$ cat config.mk
export PLATFORM = sky130hd
export DESIGN_NAME = alu_sequencer
export DESIGN_NICKNAME = d
export VERILOG_FILES = /design/src/rtl/alu_pkg.sv /design/src/rtl/alu_sequencer.sv
export SDC_FILE = /design/constraint.sdc
export NUM_CORES = 1
export LEC_CHECK = 0
export ABC_AREA = 1
export CAP_MARGIN = 20
export CORE_MARGIN = 3
export CORE_UTILIZATION = 43
export CTS_BUF_LIST = sky130_fd_sc_hd__clkbuf_4 sky130_fd_sc_hd__clkbuf_8
export DETAILED_ROUTE_END_ITERATION = 8
export PLACE_DENSITY = 0.87
export SYNTH_ARGS = -nofsm -noshare
export SYNTH_HDL_FRONTEND = slang
export SYNTH_SLANG_ARGS = --single-unit
$ cat constraint.sdc
create_clock -name clk -period 1.5 [get_ports clk]
set_input_delay 0.15 -clock clk [delete_from_list [all_inputs] [get_ports clk]]
set_output_delay 0.15 -clock clk [all_outputs]
set_load 0.1 [all_outputs]
$ cat src/rtl/alu_pkg.sv
// Shared definitions for the ALU sequencer.
//   state_t : sequencer FSM states (IDLE, EXEC, DONE)
//   OP_*    : 3-bit opcodes understood by the external ALU
package alu_pkg;

    typedef enum logic [1:0] {
        IDLE = 2'd0,
        EXEC = 2'd1,
        DONE = 2'd2
    } state_t;

    localparam logic [2:0] OP_ADD   = 3'b000;  // B + C
    localparam logic [2:0] OP_PASS  = 3'b001;  // B
    localparam logic [2:0] OP_PASS2 = 3'b010;  // B
    localparam logic [2:0] OP_SRA   = 3'b011;  // B >>> 2
    localparam logic [2:0] OP_AND   = 3'b100;  // A & B
    localparam logic [2:0] OP_OR    = 3'b101;  // A | B
    localparam logic [2:0] OP_NOT   = 3'b110;  // ~B
    localparam logic [2:0] OP_ZERO  = 3'b111;  // 0

endpackage

$ cat src/rtl/alu_sequencer.sv
// Sequences single commands through an external combinational ALU.
// A command (opcode, operand B, carry) is accepted in IDLE, presented to
// the ALU for one EXEC cycle with the accumulator as operand A, and the
// result is written back to the accumulator and held on out_* in DONE
// until the consumer takes it.
// Ports:
//   clk, rst                     : clock, synchronous active-high reset
//   in_valid/in_ready            : command handshake
//   in_opc, in_data, in_carry    : command opcode, operand B, carry-in
//   alu_a, alu_b, alu_opc, alu_c : operands/opcode/carry driven to the ALU
//   alu_w, alu_zer, alu_neg      : ALU result and flags
//   out_valid/out_ready          : result handshake
//   out_data, out_zer, out_neg   : registered result and flags
//   op_cnt                       : completed writebacks, wraps
module alu_sequencer
    import alu_pkg::*;
#(
    parameter int W  = 16,
    parameter int CW = 8
) (
    input  logic          clk,
    input  logic          rst,
    input  logic          in_valid,
    output logic          in_ready,
    input  logic [2:0]    in_opc,
    input  logic [W-1:0]  in_data,
    input  logic          in_carry,
    output logic [W-1:0]  alu_a,
    output logic [W-1:0]  alu_b,
    output logic [2:0]    alu_opc,
    output logic          alu_c,
    input  logic [W-1:0]  alu_w,
    input  logic          alu_zer,
    input  logic          alu_neg,
    output logic          out_valid,
    input  logic          out_ready,
    output logic [W-1:0]  out_data,
    output logic          out_zer,
    output logic          out_neg,
    output logic [CW-1:0] op_cnt
);

    state_t        state;
    logic [W-1:0]  acc;

    // Operand A to the ALU is always the accumulator.
    assign alu_a = acc;

    // Sequencer FSM with registered handshake, operand and result outputs.
    // alu_b/alu_opc act as the operand registers; alu_c is only non-zero
    // while in EXEC.
    always_ff @(posedge clk) begin
        if (rst) begin
            state     <= IDLE;
            acc       <= '0;
            out_data  <= '0;
            out_zer   <= 1'b1;
            out_neg   <= 1'b0;
            out_valid <= 1'b0;
            in_ready  <= 1'b0;
            alu_b     <= '0;
            alu_opc   <= OP_ADD;
            alu_c     <= 1'b0;
            op_cnt    <= '0;
        end else begin
            case (state)
                IDLE: begin
                    if (in_valid && in_ready) begin
                        alu_b    <= in_data;
                        alu_opc  <= in_opc;
                        alu_c    <= in_carry;
                        in_ready <= 1'b0;
                        state    <= EXEC;
                    end else begin
                        in_ready <= 1'b1;
                    end
                end
                EXEC: begin
                    acc       <= alu_w;
                    out_data  <= alu_w;
                    out_zer   <= alu_zer;
                    out_neg   <= alu_neg;
                    op_cnt    <= op_cnt + {{(CW-1){1'b0}}, 1'b1};
                    out_valid <= 1'b1;
                    alu_c     <= 1'b0;
                    state     <= DONE;
                end
                DONE: begin
                    if (out_ready) begin
                        out_valid <= 1'b0;
                        in_ready  <= 1'b1;
                        state     <= IDLE;
                    end else begin
                        state     <= DONE;
                    end
                end
                default: begin
                    out_valid <= 1'b0;
                    in_ready  <= 1'b0;
                    alu_c     <= 1'b0;
                    state     <= IDLE;
                end
            endcase
        end
    end

endmodule

==> metrics.md, run 1 <==
| Metric | Value |
|---|---|
| Kind of start point of the critical path | flip-flop |
| Syn Inst Count | around 260 |
| Die span in y | ~73 µm |
| Register share of total power | 39.9% |
| GRT Total Usage | 23.82% |
| Fraction of power consumed by the clock network | 21.1% |
| Fill cells | 191 |
| Post-cts gate resize count | 0 |
| Startpoint of the tightest hold check path | in_carry |
| Final net count | 386 |
| First-pass GRT wire length | approximately 9900 µm |
| Highest clock frequency the design can meet | between 0.7 and 0.8 GHz |
| Post-synthesis average cell area | 7.669 µm² |
| Power per cell area | 1043 nW/µm² |
| Count of warnings emitted by yosys | 0 |
| Number of unique standard cell types used by synthesis | 20 |
| Outcome | finished clean |
| # Post-CTS Setup Buffers | 0 |
| Type of the worst min-delay path | in -> reg |
| Site row count | 23 |
| Count of input and output buffers | ~110 |
| Worst setup path class | reg -> reg |
| Primary flip-flop cell chosen by synthesis mapping | sky130_fd_sc_hd__dfxtp_1 |
| Cells along the critical path | inv_2 -> nor2_4 -> inv_2 -> a21oi_2 -> nand2_1 -> nand2_1 |
| Accumulated negative setup slack | 0 ps |
| Initial core utilization | ~47% |
| Crit path from | state[0]$_SDFFE_PP0N_ |
| Critical Path Max Stage Delay | 420 ps |
| Core area | between 4000 and 5000 µm² |
| Library cell contributing the largest single delay on the critical path | sky130_fd_sc_hd__dfxtp_1 |
| Number of nets produced by synthesis | 298 |
| Summed area of non-filler cells in the final layout | around 3700 µm² |
| Final hold violation count | 0 |
| Transition time at the pin with the least slew margin | 361.1 ps |
| Switching share of power | 39.25% |
| Leakage | 1.531 nW |
| Multi-input logic area | approximately 730 µm² |
| Final wirelength | around 6100 µm |
| Async set-reset flop share out of synthesis | 0% |
| Clock buffer count from CTS | 5 |
| Unrepaired setup endpoints after global routing | no |
| H-Tree Depth | 2 |
| Overall die width | 73.44 µm |
| Crit path capture type | flip-flop |
| Violation count after the first detailed-route iteration | 85 |
| Final WS setup | 138.5 ps |
| Portion of the clock cycle consumed by the worst path in the final layout | roughly nine tenths |
| Vias per cell | between 5 and 6 |
| Number of sinks on the clock net | 50 |
| Final standard cell count with taps included and fillers excluded | 394 |
| Vias in the first global route | 2091 |
| Clock tree from TritonCTS | done |
| Insertion delay to the later sink of the worst-skew pair | 300 ps |
| Critical register-to-register path startpoint | state[0]$_SDFFE_PP0N_ |
| Combinational share of power | about two fifths |
| Detail Route Antenna Nets | 0 |
| Clock-pin slew on the worst setup and hold paths | approximately 100 ps |
| Number of antenna violations at the first check in global routing | 0 |
| Final critical-path required period | ~1400 ps |
| Largest voltage drop on the vdd net | 0.0005983 V |
| DRC violation count after routing | 0 |
| Sequential area share after synthesis | about half |
| Post-detailed-route wirelength per cell | 15.46 µm |
| Detailed-route via count | 1986 |
| Layout overhead on the synthesized area | 88.55% |
| Root buffer cell | sky130_fd_sc_hd__clkbuf_8 |
| Switching power of the nets | approximately 1.5 mW |
| Count of inserted antenna diode cells | 0 |
| Most instantiated library cell after synthesis | sky130_fd_sc_hd__nor2_1 |
| Slew Viols, Final | 0 |
| Data arrival time at the worst-slack endpoint | 1610 ps |
| Gr ovfl total | 0 |
| Final GP Congestion | 0.8173 |
| Leading cell types by count after synthesis | sky130_fd_sc_hd__nor2_1 (88), sky130_fd_sc_hd__dfxtp_1 (50), sky130_fd_sc_hd__o21ai_0 (39), sky130_fd_sc_hd__nand2_1 (24), sky130_fd_sc_hd__buf_4 (16) |
| Netlist area before placement | 1956 µm² |
| Placement Setup Slack | 17.89 ps |
| Biggest fanout along the worst timing path | 20 |
| Instance count after placement with tap cells included | approximately 390 |
| Largest cells by area after synthesis | sky130_fd_sc_hd__dfxtp_1 (51%), sky130_fd_sc_hd__nor2_1 (17%), sky130_fd_sc_hd__o21ai_0 (10%) |
| Critical path data required time | 1750 ps |
| Count of boundary I/O pins | 106 |
| Worst path buffer plus inverter count | 2 |
| Count of max-cap constraint violations | 0 |
| EDFF count, synth | 0 |
| Cell type with the largest total area after synthesis | sky130_fd_sc_hd__dfxtp_1 |
| Area taken by flip-flops and latches | 1031 µm² |
| Largest net degree at the start of global routing | 36 |
| Worst clock skew on the final layout | 10.28 ps |
| Post-detailed-placement cell area | 3592 µm² |
| Area of the die | 5393 µm² |
| Ratio of cells with drive above 1 in the final layout | a little under a third |
| Register bit count reported by yosys | 50 |
| Detailed Place HPWL | approximately 4700 µm |
| Max clock buf depth | 2 |
| Area share of the largest cell type after synthesis | between 50 and 60% |
| Fin util | slightly below 90% |
| Slew margin rel. | between 70% and 80% |
| Cell-internal power | 2.336 mW |
| Number of failing setup endpoints in the final timing report | 0 |
| CTS hold repair buffers | 0 |
| Pre-Repair DR Iteration Count | 4 |
| CP delay by family, top | flip-flops |
## per-layer routing
| metal | track usage (%) | up-vias | wire (µm) |
|---|---|---|---|
| li1 | - | 961 | - |
| met1 | 27.15 | 919 | 2218 |
| met2 | 40.94 | 93 | 3084 |
| met3 | 9.166 | 13 | 672 |
| met4 | 7.243 | 0 | 114 |
| met5 | 0 | - | 0 |
## cells by family after synthesis
group / Yosys count / share of synthesized area (%)
fa+ha+maj: 1 / 0.6397
buf+inv: 37 / 11.45
compound gates: 46 / 12.09
simple gates: 121 / 24.63
flops: 50 / 51.18
## power by group through the flow
stage	logic, mW	clock network, mW	registers (mW)
2_1_floorplan	0.376	0	2.07
3_3_place_gp	1.48	0	1.56
3_5_place_dp	1.50	0	1.56
4_1_cts	1.51	0.830	1.53
5_1_grt	1.55	0.881	1.55
6_report	1.50	0.812	1.53
## worst paths after layout
check	to	slack, ps	cells past startpoint
max	in_ready$_SDFFE_PP0P_	140	6
min	alu_c$_SDFFE_PP0P_	390	3
max reg2reg	in_ready$_SDFFE_PP0P_	140	6
min reg2reg	alu_c$_SDFFE_PP0P_	510	2
## state kept, by name, indices dropped and copies added (netlist names)
| signal | cells |
|---|---|
| in_ready | 1 |
| alu_a | 16 |
| state | 2 |
| alu_c | 1 |
| out_zer | 1 |
| alu_b | 16 |
| op_cnt | 8 |
| out_valid | 1 |
| out_neg | 1 |
| alu_opc | 3 |
## layout by cell type, fill, tap and decap left out
master / n
sky130_fd_sc_hd__nor2_1: 88
sky130_fd_sc_hd__buf_12: 65
sky130_fd_sc_hd__clkdlybuf4s50_1: 41
sky130_fd_sc_hd__o21ai_0: 39
sky130_fd_sc_hd__dfxtp_1: 26
sky130_fd_sc_hd__nand2_1: 24
sky130_fd_sc_hd__dfxtp_2: 24
sky130_fd_sc_hd__clkbuf_8: 6
sky130_fd_sc_hd__inv_1: 5
sky130_fd_sc_hd__nand3_1: 5
sky130_fd_sc_hd__inv_2: 4
sky130_fd_sc_hd__a21oi_1: 4
sky130_fd_sc_hd__buf_4: 3
sky130_fd_sc_hd__nor2_2: 2
sky130_fd_sc_hd__nor2_4: 1
sky130_fd_sc_hd__nand4_2: 1
sky130_fd_sc_hd__o21ai_1: 1
sky130_fd_sc_hd__o211ai_1: 1
sky130_fd_sc_hd__a21oi_2: 1
sky130_fd_sc_hd__ha_1: 1
sky130_fd_sc_hd__clkinvlp_4: 1
sky130_fd_sc_hd__clkinv_2: 1
## layout make-up
type / count / share of cell area, %
multi-input combinational: 168 / 19.82
inverter: 9 / 0.9162
tap: 50 / 1.697
clock inverter: 2 / 0.3393
clock buffer: 6 / 2.240
sequential: 50 / 27.96
timing repair buffer: 109 / 47.03
## tightest hold or removal path, stage by stage
cell	delay, ps
sky130_fd_sc_hd__clkdlybuf4s50_1	400
sky130_fd_sc_hd__nand2_1	60
sky130_fd_sc_hd__o21ai_1	50
## metrics by stage
step / total power, mW / hold slack, ps
after global routing: 3.977 / 427.3
after detailed placement: 3.067 / 504.2
after global placement: 3.031 / 475.7
final: 3.845 / 393.3
after CTS: 3.871 / 391.1
after floorplan: 2.450 / 218.4
Power figures use the tool's default switching activity.
==> run 2, diff against run 1 <==
CORE_ASPECT_RATIO = 0.6   (was unset)
==> run 2 against run 1 <==
  * Count of clock-buffer cells in the layout stayed put
  * First-iteration DRC count is 5.9% higher
  * Wire length is 16% higher
  * Utilization is 0.24 points higher
  * Via count is 3.6% higher
  * Sequential power hardly changed
  * Fmax is 3.2% lower
  * Global-route usage is 3.5 points higher
  * Power is 4.4% higher
  * Critical path type unchanged
  * Largest power group unchanged
==> metrics.md, run 2 (synthesis gave the netlist of run 1 again) <==
| Metric | Value |
|---|---|
| Transition time at the pin with the least slew margin | around 400 ps |
| Slew margin rel. | 73.61% |
| CTS hold repair buffers | 0 |
| Final wirelength | between 7000 and 8000 µm |
| Largest voltage drop on the vdd net | 0.0008637 V |
| Count of inserted antenna diode cells | 0 |
| Outcome | finished clean |
| Vias in the first global route | between 2k and 2.5k |
| Pre-Repair DR Iteration Count | 4 |
| Site row count | 18 |
| Violation count after the first detailed-route iteration | 90 |
| Initial core utilization | a little under half |
| Commonest cells after routing, fill and taps aside | sky130_fd_sc_hd__nor2_1 (88), sky130_fd_sc_hd__buf_12 (65), sky130_fd_sc_hd__clkdlybuf4s50_1 (41), sky130_fd_sc_hd__o21ai_0 (39), sky130_fd_sc_hd__dfxtp_1 (26) |
| Final standard cell count with taps included and fillers excluded | 405 |
| Total power | 4.013 mW |
| Final GP Congestion | a little under 0.8 |
| Detail Route Antenna Nets | 0 |
| Fin util | 88.00% |
| Worst hold slack across all endpoints | 418.9 ps |
| Gr ovfl total | 0 |
| Final net count | around 390 |
| Final hold violation count | 0 |
| Layout overhead on the synthesized area | 90.53% |
| Leakage | 1.542 nW |
| GRT Total Usage | 27.35% |
| Highest clock frequency the design can meet | 0.7106 GHz |
| Type of the worst min-delay path | in -> reg |
| # Post-CTS Setup Buffers | 0 |
| Data arrival time at the worst-slack endpoint | approximately 1600 ps |
| Root buffer cell | sky130_fd_sc_hd__clkbuf_8 |
| Clock buffer count from CTS | 5 |
| Clock tree from TritonCTS | done |
| Number of antenna violations at the first check in global routing | 0 |
| Core area | 4234 µm² |
| Slew Viols, Final | 0 |
| Clock-pin slew on the worst setup and hold paths | 90 ps |
| Detailed Place HPWL | 5457 µm |
| First-pass GRT wire length | 11140 µm |
| Final critical-path required period | roughly 1400 ps |
| Final WS setup | 92.80 ps |
| Overall die width | around 93 µm |
| Detailed-route via count | between 2k and 2.5k |
| Post-detailed-placement cell area | about 3600 µm² |
| Count of input and output buffers | 105 |
| Placement Setup Slack | -56.83 ps |
| Count of boundary I/O pins | 106 |
| Instance count after placement with tap cells included | 397 |
| Kind of start point of the critical path | flip-flop |
| H-Tree Depth | 2 |
| Power per cell area | between 1000 and 1500 nW/µm² |
| Worst clock skew on the final layout | about 4.4 ps |
| Unrepaired setup endpoints after global routing | no |
| Post-detailed-route wirelength per cell | 17.51 µm |
| Post-cts gate resize count | 0 |
| Crit path capture type | flip-flop |
| Ratio of cells with drive above 1 in the final layout | 31.88% |
| Largest net degree at the start of global routing | 38 |
| Insertion delay to the later sink of the worst-skew pair | 300 ps |
| Critical path data required time | 1680 ps |
| Area of the die | around 5400 µm² |
| Most frequent standard cell in the layout excluding fill and tap cells | sky130_fd_sc_hd__nor2_1 |
| Biggest fanout along the worst timing path | 10 |
| Worst setup path class | reg -> reg |
| Die span in y | 58.24 µm |
| Number of failing setup endpoints in the final timing report | 0 |
| Number of sinks on the clock net | 50 |
| Count of max-cap constraint violations | 0 |
| Portion of the clock cycle consumed by the worst path in the final layout | 93.81% |
| Accumulated negative setup slack | 0 ps |
| DRC violation count after routing | 0 |
| Summed area of non-filler cells in the final layout | 3726 µm² |
| Max clock buf depth | 2 |
| Vias per cell | 5.081 |
[run 2: changes by cell type in the layout (fill, tap and decap cells not counted)]
cell,delta
sky130_fd_sc_hd__clkbuf_8,-1
sky130_fd_sc_hd__clkbuf_4,+1
sky130_fd_sc_hd__buf_4,+1
sky130_fd_sc_hd__clkinv_2,-1
sky130_fd_sc_hd__bufinv_16,+1
[run 2: final timing paths]
path | slack (ps) | from | endpoint | cells past startpoint
max | 90 | state[0]$_SDFFE_PP0N_ | alu_b[11]$_SDFFE_PP0P_ | 5
min | 420 | in_carry | alu_c$_SDFFE_PP0P_ | 3
max reg2reg | 90 | state[0]$_SDFFE_PP0N_ | alu_b[11]$_SDFFE_PP0P_ | 5
min reg2reg | 490 | in_ready$_SDFFE_PP0P_ | in_ready$_SDFFE_PP0P_ | 2
[run 2: area by class of cell]
| class | count | area [µm²] |
|---|---|---|
| sequential | 50 | 1031 |
| timing repair buffer | 110 | 1742 |
| multi-input combinational | 168 | 730.7 |
| tap | 60 | 75.07 |
| clock inverter | 2 | 37.54 |
| inverter | 9 | 33.78 |
| fill | 209 | 508.0 |
| clock buffer | 6 | 76.32 |
[run 2: report_power, final]
part	internal, mW	leakage (nW)	total [mW]	switching, mW
registers	1.42	0.419	1.53	0.116
clock network	0.516	0.0548	0.963	0.447
logic	0.549	1.07	1.52	0.968
total	2.48	1.54	4.01	1.53
[run 2: routing by layer]
metal	vias up	GRT usage [%]	routed length, µm
li1	967	-	-
met1	965	30.77	2733
met2	110	49.85	3612
met3	16	8.171	533
met4	0	9.603	211
met5	-	0	0
[run 2: worst max-delay path, stage by stage (launching register included)]
cell and delay, ps:
sky130_fd_sc_hd__dfxtp_1 370, sky130_fd_sc_hd__inv_2 130, sky130_fd_sc_hd__nand4_2 170, sky130_fd_sc_hd__buf_4 220, sky130_fd_sc_hd__o21ai_0 290, sky130_fd_sc_hd__nor2_1 110
